## src/rtl/regfile_scoreboard_nbit.sv

```systemverilog
// Register file with a per-register pending-write scoreboard for in-order issue.
// Register 0 is hardwired to zero and can never become busy.
module regfile_scoreboard_nbit #(
  parameter int N      = 32,
  parameter int ADDR_W = 5,
  parameter int BYPASS = 1
) (
  input  logic                 clk,
  input  logic                 rst,
  input  logic                 write,
  input  logic [ADDR_W-1:0]    write_reg,
  input  logic [N-1:0]         write_data,
  input  logic [ADDR_W-1:0]    read_reg1,
  input  logic [ADDR_W-1:0]    read_reg2,
  output logic [N-1:0]         read_data1,
  output logic [N-1:0]         read_data2,
  input  logic                 issue_valid,
  input  logic [ADDR_W-1:0]    issue_rs1,
  input  logic [ADDR_W-1:0]    issue_rs2,
  input  logic [ADDR_W-1:0]    issue_rd,
  input  logic                 flush,
  output logic                 stall,
  output logic [(1<<ADDR_W)-1:0] busy,
  output logic [ADDR_W:0]      busy_count
);

  localparam int D = 1 << ADDR_W;

  logic [N-1:0]    r_regs [D];
  logic [D-1:0]    r_busy;
  logic [ADDR_W:0] r_busy_count;

  logic [D-1:0]    w_wr_hit;
  logic [D-1:0]    w_hazard;
  logic [D-1:0]    w_busy_next;
  logic [ADDR_W:0] w_count_next;
  logic            w_accept;
  logic            w_stall;

  always_comb begin
    w_wr_hit = '0;
    for (int i = 0; i < D; i++) begin
      w_wr_hit[i] = write && (write_reg == ADDR_W'(i));
    end
  end

  // A writeback landing this cycle resolves the hazard on its register.
  assign w_hazard = r_busy & ~w_wr_hit;
  assign w_stall  = issue_valid && !flush &&
                    (w_hazard[issue_rs1] || w_hazard[issue_rs2] || w_hazard[issue_rd]);
  assign w_accept = issue_valid && !flush && !w_stall;

  // Set beats clear for the same register; flush overrides both.
  always_comb begin
    w_busy_next = r_busy & ~w_wr_hit;
    if (w_accept && (issue_rd != '0)) begin
      w_busy_next[issue_rd] = 1'b1;
    end
    if (flush) begin
      w_busy_next = '0;
    end
    w_busy_next[0] = 1'b0;
  end

  always_comb begin
    w_count_next = '0;
    for (int i = 0; i < D; i++) begin
      w_count_next = w_count_next + {{ADDR_W{1'b0}}, w_busy_next[i]};
    end
  end

  always_ff @(posedge clk or negedge rst) begin
    if (!rst) begin
      r_busy       <= '0;
      r_busy_count <= '0;
    end else begin
      r_busy       <= w_busy_next;
      r_busy_count <= w_count_next;
    end
  end

  always_ff @(posedge clk or negedge rst) begin
    if (!rst) begin
      for (int i = 0; i < D; i++) begin
        r_regs[i] <= '0;
      end
    end else if (write && (write_reg != '0)) begin
      r_regs[write_reg] <= write_data;
    end
  end

  assign read_data1 = (read_reg1 == '0) ? '0 :
                      ((BYPASS == 1) && write && (write_reg == read_reg1)) ? write_data :
                      r_regs[read_reg1];
  assign read_data2 = (read_reg2 == '0) ? '0 :
                      ((BYPASS == 1) && write && (write_reg == read_reg2)) ? write_data :
                      r_regs[read_reg2];

  assign stall      = w_stall;
  assign busy       = r_busy;
  assign busy_count = r_busy_count;

endmodule

```

## config.mk

```make
export PLATFORM = sky130hd
export DESIGN_NAME = regfile_scoreboard_nbit
export DESIGN_NICKNAME = d
export VERILOG_FILES = /design/src/rtl/regfile_scoreboard_nbit.sv
export SDC_FILE = /design/constraint.sdc
export NUM_CORES = 2
export LEC_CHECK = 0
export BUFFER_PORTS_ARGS = -buffer_cell sky130_fd_sc_hd__clkbuf_2
export CELL_PAD_IN_SITES_DETAIL_PLACEMENT = 1
export CELL_PAD_IN_SITES_GLOBAL_PLACEMENT = 1
export CORE_ASPECT_RATIO = 1.4
export CORE_UTILIZATION = 30
export CTS_CLUSTER_DIAMETER = 200
export CTS_CLUSTER_SIZE = 20
export DETAILED_ROUTE_END_ITERATION = 6
export PLACE_DENSITY_LB_ADDON = 0.1
export SETUP_SLACK_MARGIN = 0.05
export SYNTH_ARGS = -nofsm -noshare
export SYNTH_HDL_FRONTEND = slang
export SYNTH_SLANG_ARGS = --single-unit
```

## constraint.sdc

```tcl
create_clock -name clk -period 14.6 [get_ports clk]
set_clock_uncertainty 0.1 [all_clocks]
set_input_delay 2.92 -clock clk [delete_from_list [all_inputs] [get_ports clk]]
set_output_delay 2.92 -clock clk [all_outputs]
set_load 0.01 [all_outputs]
```

==> summary.md <==
| Metric | Value |
|---|---|
| # resized after CTS | 0 |
| Setup violators final | 0 |
| Layout cells sized above 1 | 50.8% |
| Total leakage power | 26.5 nW |
| Post-synthesis average cell area | 14.9 µm² |
| Maximum buffer depth of the clock tree | 3 |
| Library cells used by synthesis | 69 |
| Clock insertion delay at the later pin of the skew report | 0.73 ns |
| Routed vias/inst | 5.76 |
| Vias in the first global route | 39900 |
| Count of filler cells inserted in the layout | 19782 |
| Maximum capacitance violations | 0 |
| Worst hold-check slack | 0.301 ns |
| Sequential standard cell area | 26600 µm² |
| Number of placement rows | 191 |
| Run status | finished, final reports clean |
| IO Port Bufs | 168 |
| Transition time of the tightest slew-check pin | 1.25 ns |
| Most common flop cell mapped by yosys | dfrtp_1 |
| Post-synthesis sequential element count | 1061 |
| # hold bufs at CTS | 0 |
| H-tree lvl count | 2 |
| Area delta synth->final | 8.17% |
| Routed length per placed instance | 34.5 µm |
| Vias | 36150 |
| Height of the die | 524 µm |
| CTS tree | yes |
| EDFF count, synth | 0 |
| Post-synthesis cell count | 3905 |
| Maximum number of pins on one net before global-route repair | 158 |
| Power Dens Cells | 119 nW/µm² |
| Root Buffer Master | clkbuf_16 |
| Post-CTS setup buffer count | 0 |
| DIE AREA | 196000 µm² |
| First-pass GRT wire length | 313 mm |
| Num CTS Buffers | 59 |
| Area of the placeable core | 193000 µm² |
| Slew headroom | 16.5% |
| Boundary pin count | 170 |
| Die boundary width | 375 µm |
| Share of the cycle needed by the critical path after routing | 70.7% |
| Global placement routability congestion | 0.864 |
| DRT iter0 DRCs | 2197 |
| Final count of pins violating max slew | 0 |
| Total routing usage reported by global routing | 22.2% |
| Total detailed-routing wirelength | 216 mm |
| Placed wire-length estimate | 123 mm |
| Clock-pin slew reported for the worst setup and hold paths after clock tree synthesis | 0.09 ns |
| Sequential-to-total area share from yosys stat | 45.5% |
| Initial antenna violation count | 18 |
| Depth of the worst hold-timing path | 0 |
| Hold violation count in the final report | 0 |
| Minimum period implied by the final worst setup slack | 10.33 ns |
| Initial standard-cell utilization of the core | 30.1% |
| Maximum fanout along the worst path | 46 |
| Maximum ir drop on the vdd rail | 107 µV |
| Number of nets still failing antenna checks after routing | 0 |
| Unrepaired setup endpoints after global routing | no |
| Fin nets | 3856 |
| CP arrival | 10.87 ns |
| Utilization of the core after routing | 32.6% |
| Category of the most critical setup path | in -> reg |
| Worst Reg2Reg Path Length in Cells | 24 |
| Required arrival time at the worst endpoint | 15.14 ns |
| Router iterations before antenna repair | 5 |
| Multi-input combinational cell area | 30100 µm² |
| Asr flop ratio synth | 100% |
| Post-synth net total | 4002 |
| Detailed-route DRC error count | 0 |
| Number of sinks driven by the clock tree | 1061 |
| Class of the most critical hold timing path | reg -> reg |
| Worst Setup Start Kind | input pin |
| Highest attainable clock frequency | 96.9 MHz |
| Type of element capturing the critical path | flip-flop |
| Netlist Area Pre-Place | 58300 µm² |
| Sum of overflow across all layers after global routing | 0 |
| Yosys warning count | 0 |
| TNS Setup | 0 ns |
-- metrics by stage --
stage	setup slack [ns]	std cells	area [µm²]	total power [mW]
global route	3.93	6272	63000	7.93
detailed placement	3.54	6207	61500	5.80
CTS	4.34	6271	63000	7.66
floorplan	5.41	3905	58300	5.16
global placement	3.57	6207	61500	5.74
finish	4.27	6275	63100	7.53
-- Yosys cell counts, drive strengths merged (28+ instances only) --
library cell | count | area (µm²)
buf | 146 | 666
nor2b | 43 | 269
mux2i | 117 | 1170
nor2 | 93 | 349
o22ai | 32 | 200
inv | 29 | 109
mux4 | 598 | 13500
o21ai | 28 | 144
nand2 | 158 | 601
mux2 | 960 | 10800
clkbuf | 302 | 1130
dfrtp | 1061 | 26600
a21oi | 41 | 205
a211oi | 118 | 886
-- sequential cells by signal, summed over array words and instances, names as in the netlist --
signal and flops:
busy 31, busy_count 6, r_regs 1024
-- where the power goes --
group	switching (mW)	internal, mW
Combinational	0.761	1.09
Sequential	0.387	3.47
Clock	1.08	0.736
Total	2.23	5.30
-- logic make-up (layout without fill, tap and decap cells) --
family          count (synthesis)  in the layout  share of synthesized area [%]
simple gates                  362            362                           2.94
xor+xnor                       13             13                          0.195
flops                        1061           1061                           45.5
fa+ha+maj                      30             30                          0.940
mux                          1675           1675                           43.7
other cells                     1              5                        0.00643
buf+inv                       478            335                           3.28
compound gates                285            285                           3.42
-- path summary, 6_finish.rpt --
check	from	to	slack [ns]
hold / removal	r_regs[1023]	r_regs[1023]	0.30
setup / recovery	write_reg[2]	busy_count[4]	4.27
min in group asynchronous	rst	r_regs[219]	2.10
hold reg to reg	r_regs[1023]	r_regs[1023]	0.30
max in group asynchronous	rst	r_regs[941]	9.93
setup reg to reg	busy[2]	busy_count[4]	7.37
-- layer usage --
layer,GRT usage [%],wire (µm),up-vias
met2,36.7,105000,720
met5,0,26,-
met3,2.23,6500,248
li1,-,-,14650
met4,6.20,6380,4
met1,31.1,98800,20528
-- final cells by class --
cell class	instances	area share, %
multi-input cells	2366	47.7
flip-flops and latches	1061	42.1
well taps	2509	4.98
repair buffers	241	2.56
clock buffers	61	2.39
inverters	30	0.179
clock inverters	3	0.0714
diodes	4	0.0159
-- layout by cell type (no fill, tap or decap), types with 4 or more instances in the layout --
| cell type | count |
|---|---|
| a21oi_1 | 41 |
| ha_1 | 7 |
| buf_8 | 5 |
| o21ai_0 | 11 |
| mux2i_1 | 117 |
| o21ai_1 | 16 |
| xor2_1 | 8 |
| nand3_1 | 9 |
| mux2_2 | 960 |
| nand2b_1 | 8 |
| nand2_1 | 145 |
| o211ai_1 | 12 |
| dfrtp_1 | 1061 |
| o22a_1 | 14 |
| clkbuf_2 | 157 |
| nor2_1 | 76 |
| inv_1 | 29 |
| buf_4 | 64 |
| a31oi_1 | 5 |
| nor2_4 | 17 |
| o22ai_1 | 32 |
| mux4_2 | 598 |
| nand4_1 | 7 |
| nor3_1 | 7 |
| nor2b_1 | 43 |
| fa_1 | 23 |
| a211oi_1 | 118 |
| nand2_4 | 13 |
| xnor2_1 | 5 |
| a22oi_1 | 5 |
| buf_12 | 11 |
| clkbuf_16 | 60 |
| and2_1 | 4 |
| diode_2 | 4 |
-- critical path, stage by stage --
cell and delay [ns]:
clkbuf_2 0.20, nor2b_1 0.63, nand2_4 0.78, nand4_1 0.35, o2111ai_1 0.17, nor4_1 0.34, and4b_1 0.33, nand3_4 0.43
o22a_1 0.36, fa_1 0.51, fa_1 0.50, inv_1 0.05, fa_1 0.49, inv_1 0.06, fa_1 0.53, fa_1 0.43
fa_1 0.49, inv_1 0.05, fa_1 0.37, inv_1 0.10, fa_1 0.21, inv_1 0.05, a21o_1 0.16, a21oi_1 0.16
xnor2_1 0.14
No activity file was read; power rests on OpenSTA's default activity.
